### src/rtl/cook_time_counter_if.sv
// Control and display bundle between the egg-timer top level and its time-keeping core.
// The master drives the strobes, levels and buttons. The slave returns the BCD digits and the status.
// clk and rst are kept out of the bundle and stay plain ports.
interface cook_time_counter_if;
  logic       tick_1hz;
  logic       cook_time;
  logic       start;
  logic       mins;
  logic       secs;
  logic       clear;
  logic [3:0] min_tens;
  logic [3:0] min_ones;
  logic [3:0] sec_tens;
  logic [3:0] sec_ones;
  logic [2:0] state_o;
  logic       running;
  logic       done;

  modport master (
    output tick_1hz, cook_time, start, mins, secs, clear,
    input  min_tens, min_ones, sec_tens, sec_ones, state_o, running, done
  );

  modport slave (
    input  tick_1hz, cook_time, start, mins, secs, clear,
    output min_tens, min_ones, sec_tens, sec_ones, state_o, running, done
  );
endinterface

### src/rtl/cook_time_counter.sv
// Egg-timer core: the user sets MM:SS in BCD with the buttons, and the time counts down on the 1 Hz strobe.
// Latency: a button edge or a tick shows on the digits one clk later, and running/done follow the state by one clk.
// Backpressure: none. Buttons act only on rising edges, and every other input is sampled on each clk.
module cook_time_counter #(
  parameter int MAX_MINS = 99,
  parameter int SEC_STEP = 1
) (
  input  logic               clk,
  input  logic               rst,
  cook_time_counter_if.slave bus
);

  typedef enum logic [2:0] {
    S_IDLE   = 3'd0,
    S_SET    = 3'd1,
    S_PAUSED = 3'd2,
    S_RUN    = 3'd3,
    S_DONE   = 3'd4
  } state_t;

  localparam logic [3:0] MAX_TENS = 4'(MAX_MINS / 10);
  localparam logic [3:0] MAX_ONES = 4'(MAX_MINS % 10);

  state_t     r_state, w_state_nxt;
  logic [3:0] r_min_tens, r_min_ones, r_sec_tens, r_sec_ones;
  logic [3:0] w_min_tens_nxt, w_min_ones_nxt, w_sec_tens_nxt, w_sec_ones_nxt;
  logic [3:0] w_inc_min_tens, w_inc_min_ones;
  logic [3:0] w_add_sec_tens, w_add_sec_ones;
  logic [3:0] w_dec_min_tens, w_dec_min_ones, w_dec_sec_tens, w_dec_sec_ones;
  logic [6:0] w_sec_bin, w_sec_sum;
  logic       r_mins_q, r_secs_q, r_running, r_done;
  logic       w_mins_edge, w_secs_edge, w_time_zero, w_time_one;

  assign w_mins_edge = bus.mins & ~r_mins_q;
  assign w_secs_edge = bus.secs & ~r_secs_q;
  assign w_time_zero = ({r_min_tens, r_min_ones, r_sec_tens, r_sec_ones} == 16'h0000);
  assign w_time_one  = ({r_min_tens, r_min_ones, r_sec_tens, r_sec_ones} == 16'h0001);

  // Minute increment in BCD, wrapping from MAX_MINS back to 00
  always_comb begin
    w_inc_min_tens = r_min_tens;
    w_inc_min_ones = r_min_ones;
    if (r_min_tens == MAX_TENS && r_min_ones == MAX_ONES) begin
      w_inc_min_tens = 4'd0;
      w_inc_min_ones = 4'd0;
    end else if (r_min_ones == 4'd9) begin
      w_inc_min_tens = r_min_tens + 4'd1;
      w_inc_min_ones = 4'd0;
    end else begin
      w_inc_min_ones = r_min_ones + 4'd1;
    end
  end

  // Seconds step: the add is done in binary and converted back, and reaching 60 wraps to 00 with no carry into minutes
  always_comb begin
    w_sec_bin = 7'(r_sec_tens) * 7'd10 + 7'(r_sec_ones);
    w_sec_sum = w_sec_bin + 7'(SEC_STEP);
    if (w_sec_sum >= 7'd60) begin
      w_sec_sum = 7'd0;
    end
    w_add_sec_tens = 4'(w_sec_sum / 7'd10);
    w_add_sec_ones = 4'(w_sec_sum % 7'd10);
  end

  // One-second BCD decrement, with the borrow rippling from sec_ones up to min_tens
  always_comb begin
    w_dec_min_tens = r_min_tens;
    w_dec_min_ones = r_min_ones;
    w_dec_sec_tens = r_sec_tens;
    w_dec_sec_ones = r_sec_ones;
    if (r_sec_ones != 4'd0) begin
      w_dec_sec_ones = r_sec_ones - 4'd1;
    end else begin
      w_dec_sec_ones = 4'd9;
      if (r_sec_tens != 4'd0) begin
        w_dec_sec_tens = r_sec_tens - 4'd1;
      end else begin
        w_dec_sec_tens = 4'd5;
        if (r_min_ones != 4'd0) begin
          w_dec_min_ones = r_min_ones - 4'd1;
        end else begin
          w_dec_min_ones = 4'd9;
          w_dec_min_tens = r_min_tens - 4'd1;
        end
      end
    end
  end

  // Next state and next digits. cook_time overrides everything else, and the time is forced to 00:00 in IDLE and DONE
  always_comb begin
    w_state_nxt    = r_state;
    w_min_tens_nxt = r_min_tens;
    w_min_ones_nxt = r_min_ones;
    w_sec_tens_nxt = r_sec_tens;
    w_sec_ones_nxt = r_sec_ones;
    if (bus.cook_time) begin
      w_state_nxt = S_SET;
      if (r_state == S_SET) begin
        if (w_mins_edge) begin
          w_min_tens_nxt = w_inc_min_tens;
          w_min_ones_nxt = w_inc_min_ones;
        end
        if (w_secs_edge) begin
          w_sec_tens_nxt = w_add_sec_tens;
          w_sec_ones_nxt = w_add_sec_ones;
        end
      end
    end else begin
      case (r_state)
        S_IDLE: begin
          {w_min_tens_nxt, w_min_ones_nxt, w_sec_tens_nxt, w_sec_ones_nxt} = 16'h0000;
        end
        S_SET: begin
          w_state_nxt = w_time_zero ? S_IDLE : S_PAUSED;
        end
        S_PAUSED: begin
          if (bus.start) begin
            w_state_nxt = S_RUN;
          end else if (bus.clear) begin
            w_state_nxt = S_IDLE;
            {w_min_tens_nxt, w_min_ones_nxt, w_sec_tens_nxt, w_sec_ones_nxt} = 16'h0000;
          end
        end
        S_RUN: begin
          if (!bus.start) begin
            w_state_nxt = S_PAUSED;
          end else if (bus.tick_1hz) begin
            if (w_time_zero || w_time_one) begin
              w_state_nxt = S_DONE;
              {w_min_tens_nxt, w_min_ones_nxt, w_sec_tens_nxt, w_sec_ones_nxt} = 16'h0000;
            end else begin
              w_min_tens_nxt = w_dec_min_tens;
              w_min_ones_nxt = w_dec_min_ones;
              w_sec_tens_nxt = w_dec_sec_tens;
              w_sec_ones_nxt = w_dec_sec_ones;
            end
          end
        end
        S_DONE: begin
          {w_min_tens_nxt, w_min_ones_nxt, w_sec_tens_nxt, w_sec_ones_nxt} = 16'h0000;
          if (bus.clear) begin
            w_state_nxt = S_IDLE;
          end
        end
        default: begin
          w_state_nxt = S_IDLE;
          {w_min_tens_nxt, w_min_ones_nxt, w_sec_tens_nxt, w_sec_ones_nxt} = 16'h0000;
        end
      endcase
    end
  end

  // State, digits, button history and the registered status flags
  always_ff @(posedge clk or posedge rst) begin
    if (rst) begin
      r_state    <= S_IDLE;
      r_min_tens <= 4'd0;
      r_min_ones <= 4'd0;
      r_sec_tens <= 4'd0;
      r_sec_ones <= 4'd0;
      r_mins_q   <= 1'b0;
      r_secs_q   <= 1'b0;
      r_running  <= 1'b0;
      r_done     <= 1'b0;
    end else begin
      r_state    <= w_state_nxt;
      r_min_tens <= w_min_tens_nxt;
      r_min_ones <= w_min_ones_nxt;
      r_sec_tens <= w_sec_tens_nxt;
      r_sec_ones <= w_sec_ones_nxt;
      r_mins_q   <= bus.mins;
      r_secs_q   <= bus.secs;
      r_running  <= (w_state_nxt == S_RUN);
      r_done     <= (w_state_nxt == S_DONE);
    end
  end

  assign bus.min_tens = r_min_tens;
  assign bus.min_ones = r_min_ones;
  assign bus.sec_tens = r_sec_tens;
  assign bus.sec_ones = r_sec_ones;
  assign bus.state_o  = r_state;
  assign bus.running  = r_running;
  assign bus.done     = r_done;

endmodule

### src/flat_wrapper.sv
// flat-port wrapper written by rule: the top's interface ports become plain ports
module cook_time_counter_flat 
#(
  parameter int MAX_MINS = 99,
  parameter int SEC_STEP = 1
)
  (clk, rst, bus_tick_1hz, bus_cook_time, bus_start, bus_mins, bus_secs, bus_clear, bus_min_tens, bus_min_ones, bus_sec_tens, bus_sec_ones, bus_state_o, bus_running, bus_done);
  cook_time_counter_if bus_i ();
  input  logic clk;
  input  logic rst;
  input wire logic [$bits(bus_i.tick_1hz)-1:0] bus_tick_1hz;
  input wire logic [$bits(bus_i.cook_time)-1:0] bus_cook_time;
  input wire logic [$bits(bus_i.start)-1:0] bus_start;
  input wire logic [$bits(bus_i.mins)-1:0] bus_mins;
  input wire logic [$bits(bus_i.secs)-1:0] bus_secs;
  input wire logic [$bits(bus_i.clear)-1:0] bus_clear;
  output wire logic [$bits(bus_i.min_tens)-1:0] bus_min_tens;
  output wire logic [$bits(bus_i.min_ones)-1:0] bus_min_ones;
  output wire logic [$bits(bus_i.sec_tens)-1:0] bus_sec_tens;
  output wire logic [$bits(bus_i.sec_ones)-1:0] bus_sec_ones;
  output wire logic [$bits(bus_i.state_o)-1:0] bus_state_o;
  output wire logic [$bits(bus_i.running)-1:0] bus_running;
  output wire logic [$bits(bus_i.done)-1:0] bus_done;
  assign bus_i.tick_1hz = bus_tick_1hz;
  assign bus_i.cook_time = bus_cook_time;
  assign bus_i.start = bus_start;
  assign bus_i.mins = bus_mins;
  assign bus_i.secs = bus_secs;
  assign bus_i.clear = bus_clear;
  assign bus_min_tens = bus_i.min_tens;
  assign bus_min_ones = bus_i.min_ones;
  assign bus_sec_tens = bus_i.sec_tens;
  assign bus_sec_ones = bus_i.sec_ones;
  assign bus_state_o = bus_i.state_o;
  assign bus_running = bus_i.running;
  assign bus_done = bus_i.done;
  cook_time_counter #(.MAX_MINS(MAX_MINS), .SEC_STEP(SEC_STEP)) u_core (.clk(clk), .rst(rst), .bus(bus_i));
endmodule
### config.mk
export PLATFORM = sky130hd
export DESIGN_NAME = cook_time_counter_flat
export DESIGN_NICKNAME = d
export VERILOG_FILES = /design/src/rtl/cook_time_counter_if.sv /design/src/rtl/cook_time_counter.sv /design/src/flat_wrapper.sv
export SDC_FILE = /design/constraint.sdc
export NUM_CORES = 1
export LEC_CHECK = 0
export ABC_AREA = 0
export ABC_CLOCK_PERIOD_IN_PS = 6040
export CAP_MARGIN = 20
export CORE_UTILIZATION = 50
export CTS_CLUSTER_SIZE = 40
export DETAILED_ROUTE_END_ITERATION = 16
export PLACE_DENSITY = 0.74
export SETUP_SLACK_MARGIN = 0.05
export SYNTH_ARGS = -nofsm -noshare
export SYNTH_HDL_FRONTEND = slang
export SYNTH_SLANG_ARGS = --single-unit
### constraint.sdc
create_clock -name clk -period 6.04 [get_ports clk]
set_input_delay 1.208 -clock clk [delete_from_list [all_inputs] [get_ports clk]]
set_output_delay 1.208 -clock clk [all_outputs]
set_load 0.03 [all_outputs]
==> results of run 1 <==
## worst max-delay path, cell delays in order (launching register included)
cell       delay, ns
dfrtp_1         0.56
ha_1            0.31
ha_1            0.19
inv_1           0.06
fa_1            0.49
a211oi_4        0.31
xnor2_2         0.19
a21oi_2         0.20
and2_1          0.16
ha_1            0.21
nor2_1          0.07
mux2_2          0.31
a2111oi_4       0.40
o211a_1         0.26
o21ai_0         0.11
nand2_1         0.10
ha_1            0.14
inv_1           0.05
o311a_1         0.14
or4_1           0.49
nand3_1         0.09
## sequential cells by signal, indices dropped and copies added, names as in the netlist
signal               cells
u_core.bus.done          1
u_core.bus.min_ones      4
u_core.bus.min_tens      4
u_core.bus.running       1
u_core.bus.sec_ones      4
u_core.bus.sec_tens      4
u_core.bus.state_o       3
u_core.r_mins_q          1
u_core.r_secs_q          1
## through the flow
step	std cells	util	hold WS [ns]	setup slack, ns	cell area (um^2)
global placement	358	0.602	0.524	1.36	2660
finish	362	0.613	0.545	1.14	2700
detailed placement	358	0.602	0.524	1.21	2660
global route	362	0.613	0.555	0.871	2700
floorplan	279	-	0.693	1.33	2310
CTS	362	0.613	0.539	1.19	2700
## worst max-delay path by stage
stage               cells after the start  slack (ns)                                 end
finish                                 20        1.14  u_core.bus.sec_ones[2]$_DFFE_PP0P_
global route                           20        0.87  u_core.bus.sec_ones[1]$_DFFE_PP0P_
global placement                       20        1.36  u_core.bus.sec_ones[1]$_DFFE_PP0P_
floorplan                              20        1.33  u_core.bus.sec_ones[2]$_DFFE_PP0P_
detailed placement                     20        1.21  u_core.bus.sec_ones[2]$_DFFE_PP0P_
CTS                                    20        1.19  u_core.bus.sec_ones[2]$_DFFE_PP0P_
## layout by cell type (no fill, tap or decap), types with 3 or more instances in the layout
| cell | instances |
|---|---|
| xor2_1 | 3 |
| a21oi_1 | 22 |
| clkdlybuf4s50_1 | 28 |
| dfrtp_1 | 23 |
| nand2_1 | 25 |
| or3_1 | 3 |
| nand3_1 | 14 |
| ha_1 | 23 |
| nand2b_1 | 3 |
| or4_1 | 3 |
| nor2_1 | 26 |
| inv_1 | 19 |
| o21ai_0 | 18 |
| and3_1 | 4 |
| and2_1 | 4 |
| a22oi_1 | 3 |
| nand4_1 | 3 |
| clkbuf_8 | 3 |
| xnor2_1 | 4 |
| o22ai_1 | 3 |
| a31oi_1 | 3 |
| o31ai_1 | 9 |
| nor3_1 | 10 |
| o2111ai_1 | 3 |
| o211ai_1 | 3 |
| nor3b_1 | 3 |
## kinds of logic after synthesis
group                    count (synthesis)  synth area share
AND/OR/NAND/NOR                        110             0.243
AO/OA/AOI/OAI                           88             0.274
adder cells (fa/ha/maj)                 25             0.142
flip-flops                              23             0.249
buffers and inverters                   22            0.0357
XOR/XNOR                                 9            0.0455
multiplexers                             2            0.0114
## Yosys cell counts, types with 2 or more instances
library cell   n
nor3b_1        3
a32oi_1        2
and2_1         4
o31ai_1        9
a21oi_1       22
xnor2_1        4
inv_1         19
or3_1          3
nor3_1        10
o2111ai_1      3
nand3_1       14
o21ai_1        2
xor2_1         3
fa_1           2
a21o_1         2
and3_1         4
o21ai_0       18
a31oi_1        3
nand4_1        3
o22ai_1        3
o311a_1        2
clkbuf_1       2
a22oi_1        3
o211ai_1       3
nand2b_1       3
a21oi_2        2
or4_1          3
nand2_1       25
nor2_1        26
dfrtp_1       23
ha_1          23
## layout make-up
type,instances,area [um^2]
clock buffer,3,41.3
clock inverter,1,5.00
fill,408,1710
inverter,20,75.1
multi-input combinational,234,1650
sequential,23,576
tap,52,65.1
timing repair buffer,29,288
## per-layer routing
metal,global-route usage,vias to the layer above
li1,-,1111
met4,0.0667,0
met1,0.346,1043
met2,0.387,84
met5,0,-
met3,0.0375,9
==> results.toml, run 1 <==
[run_status]
status = "finished clean"

[clock_tree]
cts_made_buffers = 3
clockBufferDepth = 2
cts_hold_buf = 0
clock_latency_ns = 0.27
cts_setup_buffers = 0
clockRootBuffer = "clkbuf_8"
cts_resized = 0
clk_pin_slew_ns = 0.09
numClockSinks = 23
cts_tree = "yes"
cts_max_level = 1

[floorplan]
coreArea_um2 = 4410
core.rowCount = 24
die_h_um = 70.0
initial_core_util = 0.524
die_area_um2 = 4900
die_w_um = 70.0
ioPinCount = 29

[yosys]
avgSynthCellArea_um2 = 8.29
netlist.area_leader.share = 0.249
synth_warnings = 0
synth_nets = 312
syn_area_um2 = 2310
yosys_most_used_dff = "dfrtp_1"
synth_edf_count = 0
yosys.cell_types.count = 62
synthCells = 279
ys_ff_latch = 23
synth_top_cell_by_area = "dfrtp_1"
synth-async-reset-ratio = 1.00
synth_area_leaders = "dfrtp_1, ha_1, a21oi_1"
ys_seq_area_frac = 0.249

[cells_and_area]
drive_gt1_frac = 0.0742
area_delta_synth_final_pct = 16.9
insertedDiodeCount = 0
fin_nets = 344

[hold_path]
min_from = "u_core.bus.min_tens[3]$_DFFE_PP0P_"
min_path_cells = 1
hold_class = "reg -> reg"
whs_endpoint = "u_core.bus.min_tens[3]$_DFFE_PP0P_"

[drt]
avgViaCountPerCell = 6.21
routed.top_layer = "met4"
wl_met3_um = 373
met2WireLength_mm = 2.63
m1WireLength_mm = 2.68
drtIter0Drc = 165
drc = 0
routedWlPerCell_um = 16.0
vias = 2247
ant_nets = 0
routed_wl_mm = 5.78
dr.pass1.iters = 4

[critical_path]
cp.arrival_ns = 5.12
crit_type = "reg -> reg"
start_kind = "flop"
reg2reg_to = "u_core.bus.sec_ones[2]$_DFFE_PP0P_"
r2r_cells = 20
regToRegStartpoint = "u_core.bus.sec_tens[3]$_DFFE_PP0P_"
path_max_fanout = 8
worstPathRequired_ns = 6.25
ff2ff_setup_slack_ns = 1.14
worstSetupStartpoint = "u_core.bus.sec_tens[3]$_DFFE_PP0P_"
setup.worst_path.end_class = "flop"

[sta]
final.setup.tns_ns = 0
fin_crit_sh = 0.812
slew_headroom = 0.412
setup_violations = 0
max_freq_ghz = 0.204
finClkSkew_ns = 0.00591
period_needed_ns = 4.90
drv_slew = 0
finalHoldViolCount = 0
worst_pin_slew_ns = 0.881
rsz0062_at_grt = "no"

[placement]
port_buffers = 28
dp_hpwl_mm = 4.44
gp_congestion = 0.955

[grt]
grt_start_max_net_pins = 24
grt_pass1_vias = 2116
grt_pass1_wl_mm = 9.85
grt.overflow.total = 0
grt_usage = 0.244
antenna_found_initial = 0

[flow_run]
max_cap_viol_count = 0
Power of run 1 is not shown: default switching activity piles up to over one toggle a cycle in this logic, so the estimate is an artifact.
==> run 2, diff against run 1 <==
--- a/config.mk
+++ b/config.mk
@@ -6,7 +6,7 @@
 export NUM_CORES = 1
 export LEC_CHECK = 0
 export ABC_AREA = 0
-export ABC_CLOCK_PERIOD_IN_PS = 6040
+export ABC_CLOCK_PERIOD_IN_PS = 4600
 export CAP_MARGIN = 20
 export CORE_UTILIZATION = 50
 export CTS_CLUSTER_SIZE = 40
==> constraint.sdc (replaced) <==
create_clock -name clk -period 4.6 [get_ports clk]
set_input_delay 0.92 -clock clk [delete_from_list [all_inputs] [get_ports clk]]
set_output_delay 0.92 -clock clk [all_outputs]
set_load 0.03 [all_outputs]
==> results.toml, run 2 (synthesis results as in run 1) <==
[clock_tree]
cts_max_level = 1
numClockSinks = 23
cts_tree = "yes"
cts_hold_buf = 0
clockBufferDepth = 2
clk_pin_slew_ns = 0.09
cts_made_buffers = 3
clockRootBuffer = "clkbuf_8"
clock_latency_ns = 0.26

[drt]
avgViaCountPerCell = 6.22
routedWlPerCell_um = 15.7
drtIter0Drc = 241
dr.pass1.iters = 5
vias = 2345
ant_nets = 0
drc = 0
routed_wl_mm = 5.93

[floorplan]
coreArea_um2 = 4410
core.rowCount = 24
die_area_um2 = 4900
die_w_um = 70.0
die_h_um = 70.0
ioPinCount = 29
initial_core_util = 0.524

[sta]
setup_violations = 0
max_freq_ghz = 0.227
finalHoldViolCount = 0
rsz0062_at_grt = "no"
finClkSkew_ns = 0.00503
worst_pin_slew_ns = 0.891
period_needed_ns = 4.41
drv_slew = 0
final.setup.tns_ns = 0
slew_headroom = 0.402
fin_crit_sh = 0.959

[critical_path]
worstSetupStartpoint = "u_core.bus.sec_tens[1]$_DFFE_PP0P_"
slowest_delay_ns = 0.54
ff2ff_setup_slack_ns = 0.19
crit_top_cell = "mux2_4"
cp.arrival_ns = 4.62
setup.worst_path.end_class = "flop"
start_kind = "flop"
regToRegStartpoint = "u_core.bus.sec_tens[1]$_DFFE_PP0P_"
cp_slowest_cell = "or4_1"
worstPathRequired_ns = 4.81
crit_type = "reg -> reg"
reg2reg_to = "u_core.bus.sec_ones[2]$_DFFE_PP0P_"
path_max_fanout = 6
r2r_cells = 18
path_cells = "ha_4, ha_1, inv_2, fa_2, a211oi_4, xnor2_2, a21oi_2, and2_1, ha_2, nor2_1, mux2_4, a2111oi_4, o211a_1, buf_4, nor2_4, mux2_4, or4_1, nand3_2"

[cells_and_area]
fillers = 393
fin_nets = 359
drive_gt1_frac = 0.145
final_common_cell = "clkdlybuf4s50_1"
insertedDiodeCount = 0
area_delta_synth_final_pct = 24.7
final_cell_mix = "clkdlybuf4s50_1, nor2_1, nand2_1"

[grt]
grt_pass1_vias = 2072
grt_pass1_wl_mm = 9.50
antenna_found_initial = 0
grt_start_max_net_pins = 24
grt.overflow.total = 0
grt_usage = 0.238

[placement]
port_buffers = 28
dp_hpwl_mm = 4.47
gp_congestion = 0.848

[hold_path]
whs_endpoint = "u_core.bus.min_tens[3]$_DFFE_PP0P_"
hold_class = "reg -> reg"
min_path_cells = 1
min_from = "u_core.bus.min_tens[3]$_DFFE_PP0P_"

[flow_run]
max_cap_viol_count = 0

[run_status]
status = "finished clean"
-- run 2: cell types whose count changed in the layout (fill, tap and decap cells not counted), moves of 2 or more --
cell     change
buf_4       +15
ha_1         -2
xnor2_1      -2
xnor2_2      +2
-- run 2: final cells by class --
cell class	count	area [um^2]	area share
clock buffer	3	41.3	0.0143
timing repair buffer	44	400	0.139
tap	52	65.1	0.0226
multi-input combinational	234	1720	0.596
clock inverter	1	5.00	0.00174
sequential	23	577	0.200
inverter	20	75.1	0.0260
-- run 2: per-layer routing --
layer	share of wire	vias to the layer above	GRT usage	wire length, um
met3	0.066	13	0.0274	391
li1	-	1134	-	-
met4	0.015	0	0.0556	87
met2	0.47	112	0.397	2790
met5	0	-	0	0
met1	0.45	1086	0.328	2670
-- run 2: worst max-delay path, delay by kind of cell (launching register included) --
kind            cells  cell delay [ns]
fa+ha+maj           4             1.13
compound gates      4             0.97
simple gates        5             0.88
mux                 2             0.64
flops               1             0.44
buf+inv             2             0.17
xor+xnor            1             0.11
-- run 2: worst max-delay path by stage --
stage	endpoint	slack, ns	depth (start not counted)
final	u_core.bus.sec_ones[2]$_DFFE_PP0P_	0.19	18
after global routing	u_core.bus.sec_ones[2]$_DFFE_PP0P_	0.04	18
after CTS	u_core.bus.sec_ones[2]$_DFFE_PP0P_	0.06	20
after detailed placement	u_core.bus.sec_ones[2]$_DFFE_PP0P_	0.08	20
after global placement	u_core.bus.sec_ones[1]$_DFFE_PP0P_	0.27	20
after floorplan	u_core.bus.sec_ones[2]$_DFFE_PP0P_	0.06	20
-- run 2: what timing repair did --
| item | 4_1_cts | 5_1_grt |
|---|---|---|
| resized for setup | 0 | 12 |
| setup buffers | 0 | 4 |
| setup endpoints to repair | 0 | 4 |
-- run 2: per-stage QoR --
step / utilization / setup WS, ns / instance area (um^2) / cells / hold slack (ns)
after global routing: 0.653 / 0.0413 / 2880 / 377 / 0.560
after detailed placement: 0.621 / 0.0770 / 2740 / 369 / 0.529
after CTS: 0.632 / 0.0607 / 2790 / 373 / 0.545
after floorplan: - / 0.0642 / 2310 / 279 / 0.693
after global placement: 0.621 / 0.268 / 2740 / 369 / 0.518
final: 0.653 / 0.191 / 2880 / 377 / 0.545
Power of run 2 is left out for the same reason.
